**src/rtl/kyber_pkg.sv**
```systemverilog
// Shared constants, FSM state type and beat-count helper for the polynomial
// serialization path.
package kyber_pkg;

    localparam int Q = 3329;
    localparam int N = 256;

    typedef enum logic [1:0] {
        IDLE = 2'd0,
        RUN  = 2'd1,
        DONE = 2'd2
    } state_t;

    // Output beats per polynomial for a given coefficient width and bus width.
    function automatic int calc_beats(input int d, input int dwidth);
        return (N * d) / dwidth;
    endfunction

endpackage

```
**src/rtl/poly_byte_encode_if.sv**
```systemverilog
// Sink (16-bit coefficient) and source (DWIDTH-bit packed) AXI4-Stream bundle.
// The slave modport is the encoder's view; master is the environment's view.
interface poly_byte_encode_if #(
    parameter int DWIDTH     = 256,
    parameter int KEEP_WIDTH = DWIDTH / 8
);
    logic [15:0]           t_data_i;
    logic                  t_valid_i;
    logic                  t_last_i;
    logic [1:0]            t_keep_i;
    logic                  t_ready_o;
    logic [DWIDTH-1:0]     t_data_o;
    logic                  t_valid_o;
    logic                  t_last_o;
    logic [KEEP_WIDTH-1:0] t_keep_o;
    logic                  t_ready_i;

    modport slave (
        input  t_data_i, t_valid_i, t_last_i, t_keep_i, t_ready_i,
        output t_ready_o, t_data_o, t_valid_o, t_last_o, t_keep_o
    );

    modport master (
        output t_data_i, t_valid_i, t_last_i, t_keep_i, t_ready_i,
        input  t_ready_o, t_data_o, t_valid_o, t_last_o, t_keep_o
    );
endinterface

```
**src/rtl/poly_bit_packer.sv**
```systemverilog
// Bit accumulator: appends D-bit coefficients above the current occupancy and
// shifts out DWIDTH bits at a time. Shift is applied before append so a
// same-cycle coefficient lands after the emitted beat.
module poly_bit_packer #(
    parameter int DWIDTH = 256,
    parameter int D      = 12
) (
    input  logic              clk,
    input  logic              rst_n,
    input  logic              i_clear,
    input  logic              i_append,
    input  logic [D-1:0]      i_coeff,
    input  logic              i_shift,
    output logic [DWIDTH-1:0] o_data,
    output logic              o_full
);
    localparam int AW = DWIDTH + D;
    localparam int BW = $clog2(DWIDTH + D);

    logic [AW-1:0] r_acc, w_base, w_acc_nxt;
    logic [BW-1:0] r_bits, w_base_bits, w_bits_nxt;

    // Next accumulator: optional shift-out, then optional append.
    always_comb begin
        w_base      = i_shift ? (r_acc >> DWIDTH) : r_acc;
        w_base_bits = i_shift ? (r_bits - BW'(DWIDTH)) : r_bits;
        w_acc_nxt   = w_base;
        w_bits_nxt  = w_base_bits;
        if (i_append) begin
            w_acc_nxt  = w_base | (AW'(i_coeff) << w_base_bits);
            w_bits_nxt = w_base_bits + BW'(D);
        end
    end

    // Accumulator state; clear wipes any partial polynomial.
    always_ff @(posedge clk or negedge rst_n) begin
        if (!rst_n) begin
            r_acc  <= '0;
            r_bits <= '0;
        end else if (i_clear) begin
            r_acc  <= '0;
            r_bits <= '0;
        end else begin
            r_acc  <= w_acc_nxt;
            r_bits <= w_bits_nxt;
        end
    end

    assign o_data = r_acc[DWIDTH-1:0];
    assign o_full = (r_bits >= BW'(DWIDTH));

endmodule

```
**src/rtl/poly_byte_encode.sv**
```systemverilog
// ByteEncode_D streaming stage: packs the low D bits of 256 coefficients
// LSB-first into DWIDTH-bit little-endian beats.
// Optional: define POLY_ENCODE_RANGE_CHECK_EN to flag out-of-range
// coefficients on err_o (low D bits are still packed).
module poly_byte_encode
    import kyber_pkg::*;
#(
    parameter int DWIDTH     = 256,
    parameter int KEEP_WIDTH = DWIDTH / 8,
    parameter int D          = 12
) (
    input  logic               clk,
    input  logic               rst_n,
    input  logic               start,
    output logic               done,
    output logic               err_o,
    poly_byte_encode_if.slave  s
);
    localparam int BEATS = calc_beats(D, DWIDTH);
    localparam int CW    = $clog2(N + 1);
    localparam int BCW   = $clog2(BEATS + 1);

    state_t            r_state, w_state_nxt;
    logic [CW-1:0]     r_coeff_cnt;
    logic [BCW-1:0]    r_beat_cnt;
    logic              r_err;
    logic              r_valid;
    logic              r_last;
    logic [DWIDTH-1:0] r_data;

    logic              w_start_acc, w_sink_rdy, w_sink_hs, w_emit;
    logic              w_out_hs, w_final, w_last_exp, w_range_bad, w_bad;
    logic              w_full;
    logic [DWIDTH-1:0] w_acc_lo;
    logic              w_unused;

    assign w_start_acc = (r_state == IDLE) && start;
    assign w_sink_rdy  = (r_state == RUN) && (r_coeff_cnt < CW'(N)) && !w_full;
    assign w_sink_hs   = w_sink_rdy && s.t_valid_i;
    assign w_emit      = (r_state == RUN) && w_full && (!r_valid || s.t_ready_i);
    assign w_out_hs    = r_valid && s.t_ready_i;
    assign w_final     = w_out_hs && r_last;
    assign w_last_exp  = (r_coeff_cnt == CW'(N - 1));

`ifdef POLY_ENCODE_RANGE_CHECK_EN
    localparam logic [16:0] LIMIT = 17'((D == 12) ? Q : (1 << D));
    assign w_range_bad = ({1'b0, s.t_data_i} >= LIMIT);
`else
    assign w_range_bad = 1'b0;
`endif

    assign w_bad    = w_sink_hs && ((s.t_last_i != w_last_exp) || w_range_bad);
    assign w_unused = ^{s.t_keep_i, s.t_data_i[15:D]};

    poly_bit_packer #(.DWIDTH(DWIDTH), .D(D)) u_packer (
        .clk      (clk),
        .rst_n    (rst_n),
        .i_clear  (w_start_acc),
        .i_append (w_sink_hs),
        .i_coeff  (s.t_data_i[D-1:0]),
        .i_shift  (w_emit),
        .o_data   (w_acc_lo),
        .o_full   (w_full)
    );

    // State register.
    always_ff @(posedge clk or negedge rst_n) begin
        if (!rst_n) r_state <= IDLE;
        else        r_state <= w_state_nxt;
    end

    // Next state; unknown encodings fall back to IDLE.
    always_comb begin
        w_state_nxt = IDLE;
        case (r_state)
            IDLE:    w_state_nxt = start ? RUN : IDLE;
            RUN:     w_state_nxt = w_final ? DONE : RUN;
            DONE:    w_state_nxt = IDLE;
            default: w_state_nxt = IDLE;
        endcase
    end

    // Coefficient and beat counters, restarted by an accepted start.
    always_ff @(posedge clk or negedge rst_n) begin
        if (!rst_n) begin
            r_coeff_cnt <= '0;
            r_beat_cnt  <= '0;
        end else if (w_start_acc) begin
            r_coeff_cnt <= '0;
            r_beat_cnt  <= '0;
        end else begin
            if (w_sink_hs) r_coeff_cnt <= r_coeff_cnt + 1'b1;
            if (w_emit)    r_beat_cnt  <= r_beat_cnt + 1'b1;
        end
    end

    // Sticky error: framing mismatch or (optionally) out-of-range coefficient.
    always_ff @(posedge clk or negedge rst_n) begin
        if (!rst_n)           r_err <= 1'b0;
        else if (w_start_acc) r_err <= 1'b0;
        else if (w_bad)       r_err <= 1'b1;
    end

    // Output beat register: load on emit, hold while stalled, drop after handshake.
    always_ff @(posedge clk or negedge rst_n) begin
        if (!rst_n) begin
            r_data  <= '0;
            r_valid <= 1'b0;
            r_last  <= 1'b0;
        end else if (w_start_acc) begin
            r_valid <= 1'b0;
            r_last  <= 1'b0;
        end else if (w_emit) begin
            r_data  <= w_acc_lo;
            r_valid <= 1'b1;
            r_last  <= (r_beat_cnt == BCW'(BEATS - 1));
        end else if (w_out_hs) begin
            r_valid <= 1'b0;
            r_last  <= 1'b0;
        end
    end

    assign s.t_ready_o = w_sink_rdy;
    assign s.t_data_o  = r_data;
    assign s.t_valid_o = r_valid;
    assign s.t_last_o  = r_last;
    assign s.t_keep_o  = {KEEP_WIDTH{r_valid}};
    assign done        = (r_state == DONE);
    assign err_o       = r_err;

endmodule

```
**src/flat_wrapper.sv**
```systemverilog
// flat-port wrapper written by rule: the top's interface ports become plain ports
module poly_byte_encode_flat import kyber_pkg::*;
#(
    parameter int DWIDTH     = 256,
    parameter int KEEP_WIDTH = DWIDTH / 8,
    parameter int D          = 12
)
  (clk, rst_n, start, done, err_o, s_t_data_i, s_t_valid_i, s_t_last_i, s_t_keep_i, s_t_ready_i, s_t_ready_o, s_t_data_o, s_t_valid_o, s_t_last_o, s_t_keep_o);
  poly_byte_encode_if #(.DWIDTH(DWIDTH), .KEEP_WIDTH(KEEP_WIDTH)) s_i ();
  input  logic clk;
  input  logic rst_n;
  input  logic start;
  output logic done;
  output logic err_o;
  input wire logic [$bits(s_i.t_data_i)-1:0] s_t_data_i;
  input wire logic [$bits(s_i.t_valid_i)-1:0] s_t_valid_i;
  input wire logic [$bits(s_i.t_last_i)-1:0] s_t_last_i;
  input wire logic [$bits(s_i.t_keep_i)-1:0] s_t_keep_i;
  input wire logic [$bits(s_i.t_ready_i)-1:0] s_t_ready_i;
  output wire logic [$bits(s_i.t_ready_o)-1:0] s_t_ready_o;
  output wire logic [$bits(s_i.t_data_o)-1:0] s_t_data_o;
  output wire logic [$bits(s_i.t_valid_o)-1:0] s_t_valid_o;
  output wire logic [$bits(s_i.t_last_o)-1:0] s_t_last_o;
  output wire logic [$bits(s_i.t_keep_o)-1:0] s_t_keep_o;
  assign s_i.t_data_i = s_t_data_i;
  assign s_i.t_valid_i = s_t_valid_i;
  assign s_i.t_last_i = s_t_last_i;
  assign s_i.t_keep_i = s_t_keep_i;
  assign s_i.t_ready_i = s_t_ready_i;
  assign s_t_ready_o = s_i.t_ready_o;
  assign s_t_data_o = s_i.t_data_o;
  assign s_t_valid_o = s_i.t_valid_o;
  assign s_t_last_o = s_i.t_last_o;
  assign s_t_keep_o = s_i.t_keep_o;
  poly_byte_encode #(.DWIDTH(DWIDTH), .KEEP_WIDTH(KEEP_WIDTH), .D(D)) u_core (.clk(clk), .rst_n(rst_n), .start(start), .done(done), .err_o(err_o), .s(s_i));
endmodule
```
**config.mk**
```make
export PLATFORM = sky130hd
export DESIGN_NAME = poly_byte_encode_flat
export DESIGN_NICKNAME = d
export VERILOG_FILES = /design/src/rtl/kyber_pkg.sv /design/src/rtl/poly_byte_encode_if.sv /design/src/rtl/poly_bit_packer.sv /design/src/rtl/poly_byte_encode.sv /design/src/flat_wrapper.sv
export SDC_FILE = /design/constraint.sdc
export NUM_CORES = 1
export LEC_CHECK = 0
export CAP_MARGIN = 0
export CORE_UTILIZATION = 40
export DETAILED_ROUTE_END_ITERATION = 7
export PLACE_DENSITY_LB_ADDON = 0.1
export REMOVE_ABC_BUFFERS = 1
export SLEW_MARGIN = 25
export SYNTH_ARGS = -nofsm -noshare
export SYNTH_HDL_FRONTEND = slang
export SYNTH_HIERARCHICAL = 1
export SYNTH_SLANG_ARGS = --single-unit
export TNS_END_PERCENT = 30
```
**constraint.sdc**
```tcl
create_clock -name clk -period 4.8 [get_ports clk]
set_input_delay 1.2 -clock clk [delete_from_list [all_inputs] [get_ports clk]]
set_output_delay 1.2 -clock clk [all_outputs]
set_load 0.01 [all_outputs]
```
==> results of run 1 <==
==> cell type report <==
cell class,count,area share (%)
Tap cell,765,3.51
Inverter,11,0.179
Clock inverter,16,0.633
Timing Repair Buffer,343,12.7
Clock buffer,95,6.57
Multi-Input combinational cell,907,26.0
Sequential cell,549,50.4
==> worst register-to-register path, cell delays in order, from the launching register on <==
cell,delay [ns]
dfrtp_1,0.52
or4b_1,0.71
inv_1,0.18
nand2_1,0.16
inv_1,0.37
nand2_1,0.40
nor3_1,0.53
nand2b_1,0.53
o21ai_0,0.33
==> per-stage QoR <==
stage                     instances  instance area (um2)  setup TNS [ns]  util [%]
after global placement         2572                25300               0      43.6
after CTS                      2684                27200               0      47.0
final                          2686                27300               0      47.1
after detailed placement       2573                25300               0      43.6
after floorplan                1467                20800        -2639.65         -
after global routing           2686                27300               0      47.1
==> cells by family (layout without fill, tap and decap cells) <==
| kind of cell | after synthesis | after routing | share of synthesized area (%) |
|---|---|---|---|
| flip-flops | 549 | 549 | 58.4 |
| buffers and inverters | 411 | 465 | 11.6 |
| AO/OA/AOI/OAI | 333 | 333 | 10.1 |
| multiplexers | 291 | 291 | 13.8 |
| AND/OR/NAND/NOR | 270 | 270 | 5.53 |
| XOR/XNOR | 8 | 8 | 0.378 |
| adder cells (fa/ha/maj) | 5 | 5 | 0.266 |
==> power by group through the flow <==
stage | clock (mW) | sequential (mW) | combinational [mW]
3_3_place_gp | 0 | 5.11 | 3.34
3_5_place_dp | 0 | 5.11 | 3.37
5_1_grt | 4.85 | 5.07 | 3.61
2_1_floorplan | 0 | 5.18 | 1.86
4_1_cts | 4.65 | 5.03 | 3.38
6_report | 4.50 | 5.04 | 3.34
==> cells in the mapped netlist (all sizes together) (5+ instances only) <==
master and instances:
a21oi 25, a22o 149, a22oi 13, a32oi 8
and2 9, buf 359, clkbuf 41, dfrtp 549
ha 5, inv 9, mux2 261, mux2i 30
nand2 151, nand2b 8, nand3 9, nand4 7
nor2 33, nor2b 10, nor3 16, nor4 5
o21ai 112, o22ai 5, o2bb2ai 6, o31ai 5
or2 5, or3 6, xnor2 6
==> worst paths after layout <==
path	startpoint	to	slack, ns	cells after the start
worst min-delay path	u_core/u_packer/r_acc[63]$_DFF_PN0_	u_core/u_packer/r_acc[63]$_DFF_PN0_	0.47	2
min in group asynchronous	rst_n	u_core/s.t_data_o[18]$_DFFE_PN0P_	0.59	1
max in group asynchronous	rst_n	u_core/u_packer/r_acc[27]$_DFF_PN0_	3.19	2
worst max-delay path	u_core/u_packer/r_bits[8]$_DFF_PN0_	u_core/u_packer/r_acc[243]$_DFF_PN0_	0.96	8
worst max register to register	u_core/u_packer/r_bits[8]$_DFF_PN0_	u_core/u_packer/r_acc[243]$_DFF_PN0_	0.96	8
worst min register to register	u_core/u_packer/r_acc[63]$_DFF_PN0_	u_core/u_packer/r_acc[63]$_DFF_PN0_	0.47	2
==> state kept, by name, indices dropped and copies added, names as in the netlist <==
register / cells
u_core/err_o: 1
u_core/r_beat_cnt: 4
u_core/r_coeff_cnt: 9
u_core/r_state: 2
u_core/s.t_data_o: 256
u_core/s.t_last_o: 1
u_core/s.t_valid_o: 1
u_core/u_packer/r_acc: 268
u_core/u_packer/r_bits: 7
==> layer usage <==
layer | track usage (%) | wire length, um
met5 | 0 | 33
met2 | 30.8 | 27500
met1 | 26.9 | 25900
met4 | 4.69 | 1110
met3 | 3.53 | 2620
==> impl_metrics.tcl, run 1 <==
set metrics [dict create \
    run_status "complete, no violations" \
    max-clock-path-buffers 3 \
    worst_setup_path_end_kind "register" \
    detail_route.wirelength_um 57100 \
    sequential_cell_area_um2 13700 \
    power.share.combinational_pct 25.9 \
    cp.required_ns 5.31 \
    root_buf_cell "clkbuf_16" \
    share_seq_of_total_power_pct 39.1 \
    worst_hold_slack_ns 0.473 \
    via_count 13900 \
    vdd_drop_max_uv 356 \
    netlist_area_um2 23500 \
    worstSetupStartpointType "register" \
    path_clk_slew_ns 0.06 \
    via_count_of_the_first_global_routing_pass 14100 \
    setup_viol 0 \
    setup_clock_skew_after_layout_ns 0.0196 \
    globalRouteTotalUtil_pct 19.2 \
    share_of_yosys_cell_area_claimed_by_the_top_area_cell_type_pct 58.4 \
    timing.final.ws_setup_ns 0.963 \
    detailed_route_wire_length_per_cell_um 21.3 \
    post-cts-setup-buffers 0 \
    critical-path-top-delay-family "simple AND/OR/NAND/NOR gates" \
    power.total_mw 12.9 \
    route.detailed.vias_per_inst 5.16 \
    dp_hpwl_um 37200 \
    worstPathBufferInverterCount 2 \
    die_w_um 244 \
    slowest_stage_cell_crit_path "or4b_1" \
    final_net_count 1900 \
    drcViolationCount 0 \
    crit_path_max_incr_delay_ns 0.70 \
    area_occupied_by_multi_input_gates_um2 7090 \
    cts_resized 0 \
    cts.hold.buffers_added 0 \
    drc_violation_total_after_the_first_tritonroute_iteration 1057 \
    power_density_nw_per_um2 472 \
    grt_antenna_before_repair 3 \
    design.die.area_um2 59800 \
    pin_count 317 \
    maximum_level_of_the_cts_h_tree 2 \
    ys_seq_elements 549 \
    avgSynthCellArea_um2 12.6 \
    insertion_delay_of_the_later_clocked_pin_in_the_worst_skew_pair_ns 0.62 \
    fp-row-count 88 \
    yosys_most_used_dff "dfrtp_1" \
    clkSinkCount 549 \
    synth-edff-count 0 \
    worstPathArrival_ns 4.35 \
    cts_buffers 59 \
    tightestPinTransition_ns 1.10 \
    first_pass_grt_wire_length_um 88100 \
    setup_repair_after_global_routing_missed_its_margin "false" \
    tritoncts "built" \
    yosys-top-cells-area "dfrtp_1, mux2_2, buf_4" \
    timing.final.crit_share_pct 79.9 \
    core_footprint_um2 57900 \
    critical_path_class "reg2reg" \
    antenna_cells_inserted 0 \
    min_period_ns 3.84 \
    synthesis.instances 1867 \
    hold_viol 0 \
    place.gp.congestion 0.846 \
    min_path_type "reg2reg" \
    timing_max_transition_violations_final 0 \
    route.antenna.remaining_nets 0 \
    netlist-cell-type-count 55 \
    drt_pass_1_iters 5 \
    power.leakage_nw 12.7 \
    initial_utilization_pct 40.6 \
    post-place-ws_ns 0.404 \
    fillers 5310 \
    yosysSeqAreaShare_pct 58.4 \
    netSwitchingFraction_pct 33.0 \
    ys_async_sr_fraction_pct 100 \
    final_cell_mix "dfrtp_1, clkdlybuf4s50_1, mux2_2" \
    slew_headroom_pct 26.7 \
    timing.critical_path.cells "or4b_1 > inv_1 > nand2_1 > inv_1 > nand2_1 > nor3_1 > nand2b_1 > o21ai_0" \
    die_span_in_y_um 244 \
    globalRoute.totalOverflow 0 \
    ys_warn_count 6 \
    io_buffers 310 \
    power_frac_clock_pct 35.0 \
    total_switching_power_mw 4.26 \
    area_growth_syn_to_layout_pct 16.0 \
    mostFrequentLayoutCell "dfrtp_1" \
    cell_internal_pwr_mw 8.62 \
    path_max_fanout 12 \
    grt_max_degree 163 \
    cap_viol_max_count 0 \
    drive_above_1_share_pct 21.6 \
    dominant_cell_type_by_area_after_synthesis "dfrtp_1" \
    fmaxAchievable_ghz 0.261 \
]
Note: power is estimated with default switching activity, not from simulation.
==> run 2, diff against run 1 <==
==> constraint.sdc (replaced) <==
create_clock -name clk -period 3.8 [get_ports clk]
set_input_delay 0.95 -clock clk [delete_from_list [all_inputs] [get_ports clk]]
set_output_delay 0.95 -clock clk [all_outputs]
set_load 0.01 [all_outputs]
==> impl_metrics.tcl, run 2 (same netlist as run 1, synthesis figures left out) <==
set metrics [dict create \
    fp-row-count 88 \
    drive_above_1_share_pct 22.6 \
    netSwitchingFraction_pct 32.8 \
    worstSetupStartpointType "register" \
    total_switching_power_mw 5.46 \
    largest_register_ffs 268 \
    power_density_nw_per_um2 606 \
    globalRouteTotalUtil_pct 19.4 \
    timing.critical_path.cells "or4b_1 > inv_1 > clkdlybuf4s50_1" \
    power.leakage_nw 12.8 \
    final_cell_mix "dfrtp_1, clkdlybuf4s50_1, mux2_2" \
    initial_utilization_pct 40.6 \
    min_path_type "in2async" \
    root_buf_cell "clkbuf_16" \
    grt_antenna_before_repair 1 \
    power.total_mw 16.7 \
    pin_count 317 \
    slowest_stage_cell_crit_path "or4b_1" \
    timing.final.crit_share_pct 88.8 \
    fmaxAchievable_ghz 0.296 \
    cts_buffers 58 \
    final_util_pct 47.4 \
    drcViolationCount 0 \
    crit_path_max_incr_delay_ns 0.69 \
    core_footprint_um2 57900 \
    insertion_delay_of_the_later_clocked_pin_in_the_worst_skew_pair_ns 0.62 \
    route.detailed.vias_per_inst 5.14 \
    path_max_fanout 9 \
    setup_repair_after_global_routing_missed_its_margin "false" \
    cp.required_ns 2.85 \
    detailed_route_wire_length_per_cell_um 21.3 \
    io_buffers 310 \
    mostFrequentLayoutCell "dfrtp_1" \
    min_period_ns 3.38 \
    grt_max_degree 99 \
    max-clock-path-buffers 3 \
    placed_area_um2 25500 \
    place.gp.congestion 0.837 \
    maximum_level_of_the_cts_h_tree 2 \
    power.share.combinational_pct 26.7 \
    design.die.area_um2 59800 \
    vdd_drop_max_uv 400 \
    tightestPinTransition_ns 1.02 \
    worst_setup_sp "u_core/r_state[1]$_DFF_PN0_" \
    setup_clock_skew_after_layout_ns 0.0184 \
    timing_max_transition_violations_final 0 \
    final_net_count 1921 \
    hold_viol 0 \
    dpl.cell_count 2597 \
    slew_headroom_pct 31.5 \
    max_flop_register "u_core/u_packer/r_acc" \
    critical_path.reg2reg.startpoint "u_core/r_state[1]$_DFF_PN0_" \
    via_count 13900 \
    area_growth_syn_to_layout_pct 16.8 \
    post-cts-setup-buffers 0 \
    critical_path_class "reg2out" \
    die_span_in_y_um 244 \
    drt_pass_1_iters 5 \
    dp_hpwl_um 37400 \
    worst_setup_path_end_kind "primary output" \
    fin_area_um2 27500 \
    die_w_um 244 \
    cts_resized 0 \
    share_seq_of_total_power_pct 37.8 \
    detail_route.wirelength_um 57500 \
    globalRoute.totalOverflow 0 \
    worstPathArrival_ns 2.43 \
    power_frac_clock_pct 35.5 \
    cell_internal_pwr_mw 11.2 \
    cap_viol_max_count 0 \
    setup_viol 0 \
    tritoncts "built" \
    cts.hold.buffers_added 0 \
    instances_no_fill 2704 \
    path_clk_slew_ns 0.06 \
    worst_hold_slack_ns 0.275 \
    route.antenna.remaining_nets 0 \
    clkSinkCount 549 \
    drc_violation_total_after_the_first_tritonroute_iteration 1061 \
    run_status "complete, no violations" \
    first_pass_grt_wire_length_um 89400 \
    via_count_of_the_first_global_routing_pass 14400 \
]
## run 2: changes by cell type in the layout (fill, tap and decap cells not counted), moves of 2 or more
cell	previous run	this run
clkinv_8	2	0
clkbuf_8	18	12
diode_2	0	2
buf_4	24	46
clkbuf_1	18	12
bufinv_16	2	7
buf_12	7	9
clkinv_4	0	2
## run 2: stage by stage
stage | worst slack, ns | TNS, ns
floorplan | -10.53 | -3166.65
global placement | 0.129 | 0
detailed placement | 0.0906 | 0
CTS | 0.386 | 0
global route | 0.234 | 0
finish | 0.424 | 0
## run 2: critical path, delay by kind of cell, from the launching register on
family / cells / cell delay (ns)
flops: 1 / 0.41
simple gates: 1 / 0.69
buf+inv: 2 / 0.73
## run 2: power by group through the flow
stage | combinational (mW) | sequential [mW] | clock (mW)
2_1_floorplan | 2.31 | 6.54 | 0
3_3_place_gp | 4.45 | 6.40 | 0
3_5_place_dp | 4.49 | 6.41 | 0
4_1_cts | 4.51 | 6.30 | 6.06
5_1_grt | 4.77 | 6.34 | 6.30
6_report | 4.45 | 6.30 | 5.91
## run 2: layout make-up
cell class                      instances  area [um2]
Antenna cell                            2        5.00
Inverter                               11        48.8
Clock buffer                           83        1690
Sequential cell                       549       13700
Clock inverter                         22         317
Timing Repair Buffer                  365        3630
Fill cell                            5280       30400
Multi-Input combinational cell        907        7090
Tap cell                              765         957
## run 2: path summary, 6_finish.rpt
kind | end | slack [ns] | cells past startpoint
worst min register to register | u_core/u_packer/r_acc[220]$_DFF_PN0_ | 0.47 | 2
worst min-delay path | u_core/u_packer/r_acc[145]$_DFF_PN0_ | 0.28 | 1
max in group asynchronous | u_core/u_packer/r_acc[258]$_DFF_PN0_ | 2.42 | 2
worst max register to register | u_core/u_packer/r_acc[9]$_DFF_PN0_ | 0.50 | 9
min in group clk | u_core/u_packer/r_acc[220]$_DFF_PN0_ | 0.47 | 2
worst max-delay path | s_t_ready_o | 0.42 | 3
## run 2: routing by layer
layer | global-route usage [%] | vias to the layer above | wire (um)
li1 | - | 6290 | -
met1 | 26.6 | 7200 | 26000
met2 | 31.7 | 344 | 27600
met3 | 3.25 | 72 | 2650
met4 | 5.42 | 2 | 1170
met5 | 0 | - | 13
